File: src/rtl/enemy_fire_scheduler_if.sv
// Handshake bundle between the game FSM and the enemy fire scheduler.
// The master drives the alive map, enable and bullet status; the slave issues shots.
interface enemy_fire_scheduler_if #(
    parameter int LINHAS  = 4,
    parameter int COLUNAS = 10
);
    logic                        enable;
    logic [LINHAS*COLUNAS-1:0]   vivo_inimigo;
    logic                        bullet_busy;
    logic                        fire;
    logic [3:0]                  shooter_col;
    logic [1:0]                  shooter_row;
    logic                        active;

    modport master (
        output enable, vivo_inimigo, bullet_busy,
        input  fire, shooter_col, shooter_row, active
    );

    modport slave (
        input  enable, vivo_inimigo, bullet_busy,
        output fire, shooter_col, shooter_row, active
    );
endinterface

File: src/rtl/enemy_fire_scheduler.sv
// Picks the bottom-most living enemy of a column, round-robin across columns,
// and requests one enemy bullet at a time with a cooldown between shots.
module enemy_fire_scheduler #(
    parameter int LINHAS   = 4,
    parameter int COLUNAS  = 10,
    parameter int COOLDOWN = 12_500_000
) (
    input  logic clk,
    input  logic reset,
    enemy_fire_scheduler_if.slave bus
);
    typedef enum logic [2:0] {
        S_IDLE, S_COOL, S_SCAN, S_FIRE, S_WAIT
    } state_t;

    localparam int N  = LINHAS * COLUNAS;
    localparam int IW = (N > 1) ? $clog2(N) : 1;
    localparam int CW = (COOLDOWN > 1) ? $clog2(COOLDOWN) : 1;
    localparam logic [CW-1:0] RELOAD   = CW'(COOLDOWN - 1);
    localparam logic [3:0]    LAST_COL = 4'(COLUNAS - 1);
    localparam logic [4:0]    LAST_EMP = 5'(COLUNAS - 1);

    state_t        state, state_n;
    logic [CW-1:0] cnt, cnt_n;
    logic [3:0]    ptr, ptr_n;
    logic [3:0]    col, col_n;
    logic [4:0]    emp, emp_n;
    logic [3:0]    scol, scol_n;
    logic [1:0]    srow, srow_n;
    logic          active_q;
    logic          fire;
    logic          hit;
    logic [1:0]    hit_row;
    logic [IW-1:0] idx;
    logic [IW-1:0] sidx;
    logic          shooter_alive;

    function automatic logic [3:0] next_col(input logic [3:0] c);
        return (c == LAST_COL) ? 4'd0 : c + 4'd1;
    endfunction

    // Later rows overwrite earlier ones, leaving the bottom-most survivor.
    always_comb begin
        hit     = 1'b0;
        hit_row = 2'd0;
        idx     = '0;
        for (int r = 0; r < LINHAS; r++) begin
            idx = IW'(r * COLUNAS) + IW'(col);
            if (bus.vivo_inimigo[idx]) begin
                hit     = 1'b1;
                hit_row = 2'(r);
            end
        end
    end

    assign sidx          = IW'(srow) * IW'(COLUNAS) + IW'(scol);
    assign shooter_alive = bus.vivo_inimigo[sidx];

    always_comb begin
        state_n = state;
        cnt_n   = cnt;
        ptr_n   = ptr;
        col_n   = col;
        emp_n   = emp;
        scol_n  = scol;
        srow_n  = srow;
        fire    = 1'b0;
        if (!bus.enable) begin
            state_n = S_IDLE;
        end else begin
            unique case (state)
                S_IDLE: begin
                    state_n = S_COOL;
                    cnt_n   = RELOAD;
                end
                S_COOL: begin
                    if (cnt == '0) begin
                        state_n = S_SCAN;
                        col_n   = ptr;
                        emp_n   = '0;
                    end else begin
                        cnt_n = cnt - 1'b1;
                    end
                end
                S_SCAN: begin
                    if (hit) begin
                        scol_n  = col;
                        srow_n  = hit_row;
                        state_n = S_FIRE;
                    end else if (emp == LAST_EMP) begin
                        state_n = S_COOL;
                        cnt_n   = RELOAD;
                    end else begin
                        emp_n = emp + 5'd1;
                        col_n = next_col(col);
                    end
                end
                // A dead shooter forfeits the shot; rescan from its column.
                S_FIRE: begin
                    if (!shooter_alive) begin
                        state_n = S_SCAN;
                        col_n   = scol;
                        emp_n   = '0;
                    end else if (!bus.bullet_busy) begin
                        fire    = 1'b1;
                        ptr_n   = next_col(scol);
                        state_n = S_WAIT;
                    end
                end
                S_WAIT: begin
                    if (!bus.bullet_busy) begin
                        state_n = S_COOL;
                        cnt_n   = RELOAD;
                    end
                end
                default: state_n = S_IDLE;
            endcase
        end
    end

    always_ff @(posedge clk) begin
        if (reset) begin
            state    <= S_IDLE;
            cnt      <= '0;
            ptr      <= '0;
            col      <= '0;
            emp      <= '0;
            scol     <= '0;
            srow     <= '0;
            active_q <= 1'b0;
        end else begin
            state    <= state_n;
            cnt      <= cnt_n;
            ptr      <= ptr_n;
            col      <= col_n;
            emp      <= emp_n;
            scol     <= scol_n;
            srow     <= srow_n;
            active_q <= (state_n != S_IDLE);
        end
    end

    assign bus.fire        = fire;
    assign bus.shooter_col = scol;
    assign bus.shooter_row = srow;
    assign bus.active      = active_q;
endmodule

File: src/flat_wrapper.sv
// flat-port wrapper written by rule: the top's interface ports become plain ports
module enemy_fire_scheduler_flat 
#(
    parameter int LINHAS   = 4,
    parameter int COLUNAS  = 10,
    parameter int COOLDOWN = 12_500_000
)
  (clk, reset, bus_enable, bus_vivo_inimigo, bus_bullet_busy, bus_fire, bus_shooter_col, bus_shooter_row, bus_active);
  enemy_fire_scheduler_if #(.LINHAS(LINHAS), .COLUNAS(COLUNAS)) bus_i ();
  input  logic clk;
  input  logic reset;
  input wire logic [$bits(bus_i.enable)-1:0] bus_enable;
  input wire logic [$bits(bus_i.vivo_inimigo)-1:0] bus_vivo_inimigo;
  input wire logic [$bits(bus_i.bullet_busy)-1:0] bus_bullet_busy;
  output wire logic [$bits(bus_i.fire)-1:0] bus_fire;
  output wire logic [$bits(bus_i.shooter_col)-1:0] bus_shooter_col;
  output wire logic [$bits(bus_i.shooter_row)-1:0] bus_shooter_row;
  output wire logic [$bits(bus_i.active)-1:0] bus_active;
  assign bus_i.enable = bus_enable;
  assign bus_i.vivo_inimigo = bus_vivo_inimigo;
  assign bus_i.bullet_busy = bus_bullet_busy;
  assign bus_fire = bus_i.fire;
  assign bus_shooter_col = bus_i.shooter_col;
  assign bus_shooter_row = bus_i.shooter_row;
  assign bus_active = bus_i.active;
  enemy_fire_scheduler #(.LINHAS(LINHAS), .COLUNAS(COLUNAS), .COOLDOWN(COOLDOWN)) u_core (.clk(clk), .reset(reset), .bus(bus_i));
endmodule
File: config.mk
export PLATFORM = sky130hd
export DESIGN_NAME = enemy_fire_scheduler_flat
export DESIGN_NICKNAME = d
export VERILOG_FILES = /design/src/rtl/enemy_fire_scheduler_if.sv /design/src/rtl/enemy_fire_scheduler.sv /design/src/flat_wrapper.sv
export SDC_FILE = /design/constraint.sdc
export NUM_CORES = 1
export LEC_CHECK = 0
export CORE_MARGIN = 1
export CORE_UTILIZATION = 59
export DETAILED_ROUTE_END_ITERATION = 12
export DONT_BUFFER_PORTS = 1
export PLACE_DENSITY = 0.78
export RECOVER_POWER = 100
export SLEW_MARGIN = 20
export SYNTH_ARGS = -nofsm -noshare
export SYNTH_HDL_FRONTEND = slang
export SYNTH_SLANG_ARGS = --single-unit
File: constraint.sdc
create_clock -name clk -period 3.09 [get_ports clk]
set_input_delay 0.7725 -clock clk [delete_from_list [all_inputs] [get_ports clk]]
set_output_delay 0.7725 -clock clk [all_outputs]
set_load 0.01 [all_outputs]
==> results of run 1 <==
stage by stage:
| stage | cells | hold slack [ns] | instance area, um^2 | setup WS, ns |
|---|---|---|---|---|
| finish | 578 | 0.479 | 4630 | 0.0598 |
| global route | 578 | 0.513 | 4630 | -0.0481 |
| CTS | 577 | 0.475 | 4600 | -0.0160 |
| detailed placement | 567 | 0.457 | 4430 | 0.0106 |
| floorplan | 480 | 0.440 | 4250 | 0.00385 |
| global placement | 567 | 0.457 | 4430 | 0.0602 |
placed cells by master (no fill, tap or decap), types with 12 or more instances in the layout:
cell      instances
a21oi_1          20
nand3_1          14
nor2_1           32
mux4_2           27
mux2i_1          30
nor3_1           19
a311oi_1         12
buf_4            26
nand2_1          36
inv_1            16
dfxtp_1          43
o21ai_0          16
a31oi_1          13
how the worst max path moves through the flow:
stage and to:
3_3_place_gp u_core.emp[0]$_SDFFE_PP0P_, 2_1_floorplan u_core.col[1]$_SDFFE_PP0P_, 6_report bus_fire, 3_5_place_dp u_core.emp[0]$_SDFFE_PP0P_
5_1_grt bus_fire, 4_1_cts bus_fire
metal layers:
metal,track usage,share of wire,wire length [um],up-vias
li1,-,-,-,1875
met1,0.448,0.45,4960,1909
met2,0.500,0.47,5120,143
met3,0.0590,0.070,771,18
met4,0.0697,0.013,143,0
met5,0,0,0,-
flip-flops by register name, indices dropped and copies added, names as in the netlist:
signal / count
u_core.bus.active: 1
u_core.bus.shooter_col: 4
u_core.bus.shooter_row: 2
u_core.cnt: 24
u_core.col: 4
u_core.emp: 5
u_core.ptr: 4
u_core.state: 3
area by class of cell:
class / instances / area (um^2) / area share
Multi-Input combinational cell: 379 / 3130 / 0.677
Sequential cell: 47 / 946 / 0.204
Timing Repair Buffer: 31 / 254 / 0.0549
Inverter: 18 / 67.6 / 0.0146
Tap cell: 96 / 120 / 0.0260
Clock inverter: 2 / 37.5 / 0.00811
Clock buffer: 5 / 68.8 / 0.0149
where the power goes:
part | switching, mW | total (mW) | leakage, nW | internal [mW]
registers | 0.0273 | 0.655 | 0.386 | 0.627
logic | 0.106 | 0.204 | 1.15 | 0.0982
clock network | 0.214 | 0.450 | 0.0502 | 0.237
total | 0.346 | 1.31 | 1.58 | 0.962
timing repair:
action | CTS | global route
buffers inserted | 3 | 1
pin swaps | 5 | 3
hold endpoints to repair | 0 | 0
resized for setup | 9 | 8
setup endpoints to repair | 1 | 10
logic make-up (layout without fill, tap and decap cells):
family,Yosys count,count (layout)
AND/OR/NAND/NOR,158,158
AO/OA/AOI/OAI,134,134
multiplexers,68,68
buffers and inverters,54,56
flip-flops,47,47
adder cells (fa/ha/maj),15,15
XOR/XNOR,4,4
==> results.json, run 1 <==
{
  "maxSlewViolCount": 0,
  "max_cap_viol_count": 0,
  "fillers": 574,
  "dominantRegCellSynth": "dfxtp_1",
  "cp-end-kind": "output port",
  "drt-total-wl_um": 11000,
  "synth_top_family_by_area": "multiplexers",
  "rrSetupSlack_ns": 0.10,
  "cp_top_family": "simple AND/OR/NAND/NOR gates",
  "yosys_warnings": 0,
  "syn-cell-area_mm2": 0.00423,
  "die_w_um": 86.7,
  "synth_top_area_frac": 0.222,
  "cp_max_fo": 8,
  "fin_setup_tns_ns": 0,
  "rsz0062_at_grt": "yes",
  "ant_nets": 0,
  "avgRoutedWirePerCell_um": 19.0,
  "p_total_mw": 1.31,
  "arrival_ns": 2.26,
  "postSynthAreaPerCell_um2": 8.81,
  "synth.most_common_cell": "dfxtp_1",
  "path_class": "flip-flop to output port",
  "synth_async_sr_flop_share": 0,
  "final.period_utilization": 0.981,
  "initial_core_util": 0.616,
  "grt-ovfl-total": 0,
  "clk_pin_slew_worst_paths_ns": 0.09,
  "syn_nets": 539,
  "place_hpwl_um": 8090,
  "drtIter0Drc": 335,
  "grt_pass1_wl_um": 18500,
  "synth-xor-area-share": 0.00828,
  "yosys_register_bits": 47,
  "grt_antenna_before_repair": 0,
  "yosys-top-cells-count": "dfxtp_1, nand2_1, nor2_1",
  "start_kind": "flip-flop",
  "synthAdderAreaFrac": 0.0461,
  "p_leak_nw": 1.58,
  "nets": 541,
  "holdPathEnd": "u_core.cnt[17]$_SDFFE_PP0P_",
  "maxSlewHeadroom": 0.607,
  "hold_depth": 1,
  "crit_required_ns": 2.32,
  "cts.sinks": 47,
  "antennaDiodeCount": 0,
  "path_cells": "buf_4 -> ha_1 -> a21o_1 -> a21oi_1 -> xnor2_1 -> and4bb_4 -> nor4_4",
  "viasPerCell": 6.83,
  "area_growth_syn_to_layout_pct": 9.38,
  "synthDistinctLibCells": 67,
  "worst-path-stages": 7,
  "ir_worst_vdd_mv": 0.228,
  "muxShareOfSynthArea": 0.244,
  "h-tree-depth": 2,
  "holdCritStartpoint": "u_core.cnt[17]$_SDFFE_PP0P_",
  "rows": 30,
  "max_freq_mhz": 330,
  "cp-startpoint": "u_core.bus.shooter_col[2]$_SDFFE_PP0P_",
  "cts_root_buf": "clkbuf_8",
  "fin_util": 0.674,
  "path_buf_inv": 1,
  "hold_buffers": 0,
  "die_area_mm2": 0.00751,
  "slowest_stage": "nor4_4",
  "grt_usage": 0.315,
  "cts-buffers-inserted": 5,
  "hold_path.class": "flip-flop to flip-flop",
  "skew_ns": 0.0126,
  "rr_startpoint": "u_core.col[0]$_SDFFE_PP0P_",
  "place_congestion": 0.894,
  "cts_tree": "yes",
  "hold_viol": 0,
  "cp_slowest_stage_delay_ns": 0.36,
  "outcome": "finished, final reports clean",
  "fin_crit_ns": 3.03,
  "r2r_cells": 8,
  "num_io_pins": 52,
  "yosys.area_share.simple": 0.199,
  "grt_max_degree": 33,
  "vias": 3945,
  "setup_viol": 0,
  "layout-drive-gt1-share": 0.193,
  "core_area_mm2": 0.00687,
  "worstMarginPinSlew_ns": 0.588,
  "synthTopCellsByArea": "dfxtp_1, mux4_2, mux2i_1",
  "clock_latency_ns": 0.31,
  "port_buffers": 0,
  "syn_inst": 480,
  "dieHeight_um": 86.7,
  "r2r-end": "u_core.emp[0]$_SDFFE_PP0P_",
  "grt_pass1_vias": 3760,
  "synth_compound_area_frac": 0.226,
  "cts.path.max_buffers": 2,
  "p_per_area_mw_per_mm2": 283,
  "drc": 0,
  "synth_area_leader_cell": "dfxtp_1",
  "dr.pass1.iters": 8,
  "ys_seq_area_frac": 0.222,
  "synth_edf_count": 0
}
Note: power is estimated with default switching activity, not from simulation.
==> inputs of run 2 (changes only) <==
--- a/config.mk
+++ b/config.mk
@@ -5,6 +5,7 @@
 export SDC_FILE = /design/constraint.sdc
 export NUM_CORES = 1
 export LEC_CHECK = 0
+export ABC_AREA = 1
 export CORE_MARGIN = 1
 export CORE_UTILIZATION = 59
 export DETAILED_ROUTE_END_ITERATION = 12
==> run 2 against run 1 <==
Fmax up 2.0%. Cell area down 0.54%. Clock power up 25%. Cell count up 48%. Power up 21%. Register-to-register slack better by 0.28 ns. Critical endpoint unchanged.
==> results.json, run 2 <==
{
  "die_w_um": 87.7,
  "rr_startpoint": "u_core.col[2]$_SDFFE_PP0P_",
  "holdPathEnd": "u_core.cnt[1]$_SDFFE_PP0P_",
  "setup_viol": 0,
  "hold_buffers": 0,
  "pre_cts_slack_ns": 0.109,
  "start_kind": "flip-flop",
  "grt_antenna_before_repair": 0,
  "fin_setup_tns_ns": 0,
  "yosys_register_bits": 47,
  "syn-cell-area_mm2": 0.00433,
  "cts_root_buf": "clkbuf_8",
  "rows": 30,
  "cts.sinks": 47,
  "synth.most_common_cell": "nand2_1",
  "port_buffers": 0,
  "nets": 816,
  "yosys-top-cells-count": "nand2_1, nand3_1, nor2_1",
  "initial_core_util": 0.624,
  "avgRoutedWirePerCell_um": 13.8,
  "synthTopCellsByArea": "dfxtp_1, nand2_1, nand3_1",
  "place_congestion": 1.02,
  "final_common_cell": "nand2_1",
  "cts-buffers-inserted": 5,
  "fin_crit_ns": 2.97,
  "largest_reg_flops": 24,
  "grt_use_met3": 0.0547,
  "hold_depth": 2,
  "ant_nets": 0,
  "r2r_cells": 13,
  "ys_seq_area_frac": 0.217,
  "rsz0062_at_grt": "yes",
  "drtIter0Drc": 602,
  "maxSlewHeadroom": 0.632,
  "max_flop_register": "u_core.cnt",
  "ir_worst_vdd_mv": 0.218,
  "clock_latency_ns": 0.31,
  "postSynthAreaPerCell_um2": 5.70,
  "p_leak_nw": 2.20,
  "cp_max_fo": 6,
  "dieHeight_um": 87.7,
  "antennaDiodeCount": 0,
  "synthDistinctLibCells": 36,
  "arrival_ns": 2.20,
  "grt_pass1_wl_um": 19900,
  "die_area_mm2": 0.00769,
  "crit_required_ns": 2.32,
  "yosys_warnings": 0,
  "top_usage_layer": "met2",
  "grt_usage": 0.318,
  "path_class": "flip-flop to output port",
  "met1_usage": 0.415,
  "max_cap_viol_count": 0,
  "p_per_area_mw_per_mm2": 345,
  "area_growth_syn_to_layout_pct": 6.18,
  "skew_ns": 0.0113,
  "drt-total-wl_um": 11800,
  "rrSetupSlack_ns": 0.38,
  "synth_async_sr_flop_share": 0,
  "viasPerCell": 5.70,
  "dr.pass1.iters": 6,
  "dominantRegCellSynth": "dfxtp_1",
  "dp.cells": 842,
  "layout_setup_ws_ns": 0.120,
  "hold_path.class": "flip-flop to flip-flop",
  "vias": 4870,
  "grt_pass1_vias": 4511,
  "final.period_utilization": 0.961,
  "holdCritStartpoint": "u_core.cnt[1]$_SDFFE_PP0P_",
  "grt_max_degree": 30,
  "reg_top3": "u_core.cnt x24, u_core.emp x5",
  "core_area_mm2": 0.00694,
  "r2r-end": "u_core.cnt[22]$_SDFFE_PP0P_",
  "num_io_pins": 52,
  "layout-drive-gt1-share": 0.0976,
  "outcome": "finished, final reports clean",
  "p_total_mw": 1.59,
  "final_cell_mix": "nand2_1, nand3_1, nor2_1, inv_1, dfxtp_1",
  "drc": 0,
  "gr-usage-met2": 0.545,
  "place_hpwl_um": 8580,
  "syn_nets": 819,
  "final_cells": 854,
  "clk_pin_slew_worst_paths_ns": 0.10,
  "syn_inst": 760,
  "maxSlewViolCount": 0,
  "hold_viol": 0,
  "cp-end-kind": "output port",
  "cts_tree": "yes",
  "worstMarginPinSlew_ns": 0.549,
  "synth_edf_count": 0,
  "synth_area_leader_cell": "dfxtp_1",
  "max_freq_mhz": 337,
  "cts.path.max_buffers": 2,
  "grt-ovfl-total": 0,
  "synth_top_area_frac": 0.217,
  "fin_util": 0.663,
  "h-tree-depth": 2
}
==> run 2: changes by cell type after synthesis, moves of 15 or more <==
cell,previous run,this run
inv_1,17,69
nor2_1,32,95
mux4_2,27,0
clkbuf_1,21,6
a21oi_1,20,43
nand2_1,36,236
nor3_1,19,4
nand3_1,14,144
mux2i_1,30,0
==> run 2: worst max path at each step <==
stage	end	slack [ns]	from
5_1_grt	bus_fire	-0.02	u_core.bus.shooter_col[3]$_SDFFE_PP0P_
2_1_floorplan	bus_fire	0.31	u_core.bus.shooter_col[1]$_SDFFE_PP0P_
4_1_cts	bus_fire	0.005	u_core.bus.shooter_col[1]$_SDFFE_PP0P_
3_3_place_gp	bus_fire	0.26	u_core.bus.shooter_row[0]$_SDFFE_PP0P_
6_report	bus_fire	0.12	u_core.bus.shooter_col[3]$_SDFFE_PP0P_
3_5_place_dp	bus_fire	0.11	u_core.bus.shooter_row[0]$_SDFFE_PP0P_
==> run 2: area by class of cell <==
class | instances | area, um^2
tap | 96 | 120
clock buffer | 5 | 68.8
fill | 679 | 2340
timing repair buffer | 20 | 163
sequential | 47 | 946
clock inverter | 3 | 71.3
multi-input combinational | 606 | 2940
inverter | 77 | 290
==> run 2: metrics by stage <==
step                      cell area [um^2]  hold WS, ns
after CTS                             4550        0.492
after global routing                  4600        0.508
after floorplan                       4330        0.452
final                                 4600        0.488
after detailed placement              4380        0.477
after global placement                4380        0.463
==> run 2: cells by family after synthesis <==
kind of cell | Yosys count | synth area share
flip-flops | 47 | 0.217
AND/OR/NAND/NOR | 512 | 0.511
buffers and inverters | 107 | 0.115
AO/OA/AOI/OAI | 63 | 0.0800
adder cells (fa/ha/maj) | 15 | 0.0450
XOR/XNOR | 16 | 0.0323
==> run 2: worst max-delay path, stage by stage (launching register included) <==
cell and delay [ns]:
dfxtp_1 0.49, ha_2 0.38, a21oi_2 0.16, nand2_1 0.08, xor2_1 0.15, nand3b_1 0.18
nand3_2 0.09, nand3_2 0.08, inv_2 0.10, nand3_4 0.10, inv_2 0.08
==> run 2: repair_timing <==
| item | 4_1_cts | 5_1_grt |
|---|---|---|
| resized for setup | 6 | 11 |
| setup endpoints to repair | 1 | 30 |
| setup buffers | 2 | 2 |
| endpoints found under the hold margin | 0 | 0 |
| pin swaps | 1 | 4 |
==> run 2: power by group <==
part	leakage (nW)	internal, mW	switching (mW)
registers	0.386	0.628	0.0306
logic	1.74	0.132	0.235
clock network	0.0703	0.329	0.235
total	2.20	1.09	0.501
==> run 2: routing by layer <==
metal,vias to the layer above,part of all wire
met5,-,0
met4,0,0.013
met3,22,0.074
met2,196,0.47
met1,2221,0.44
li1,2431,-
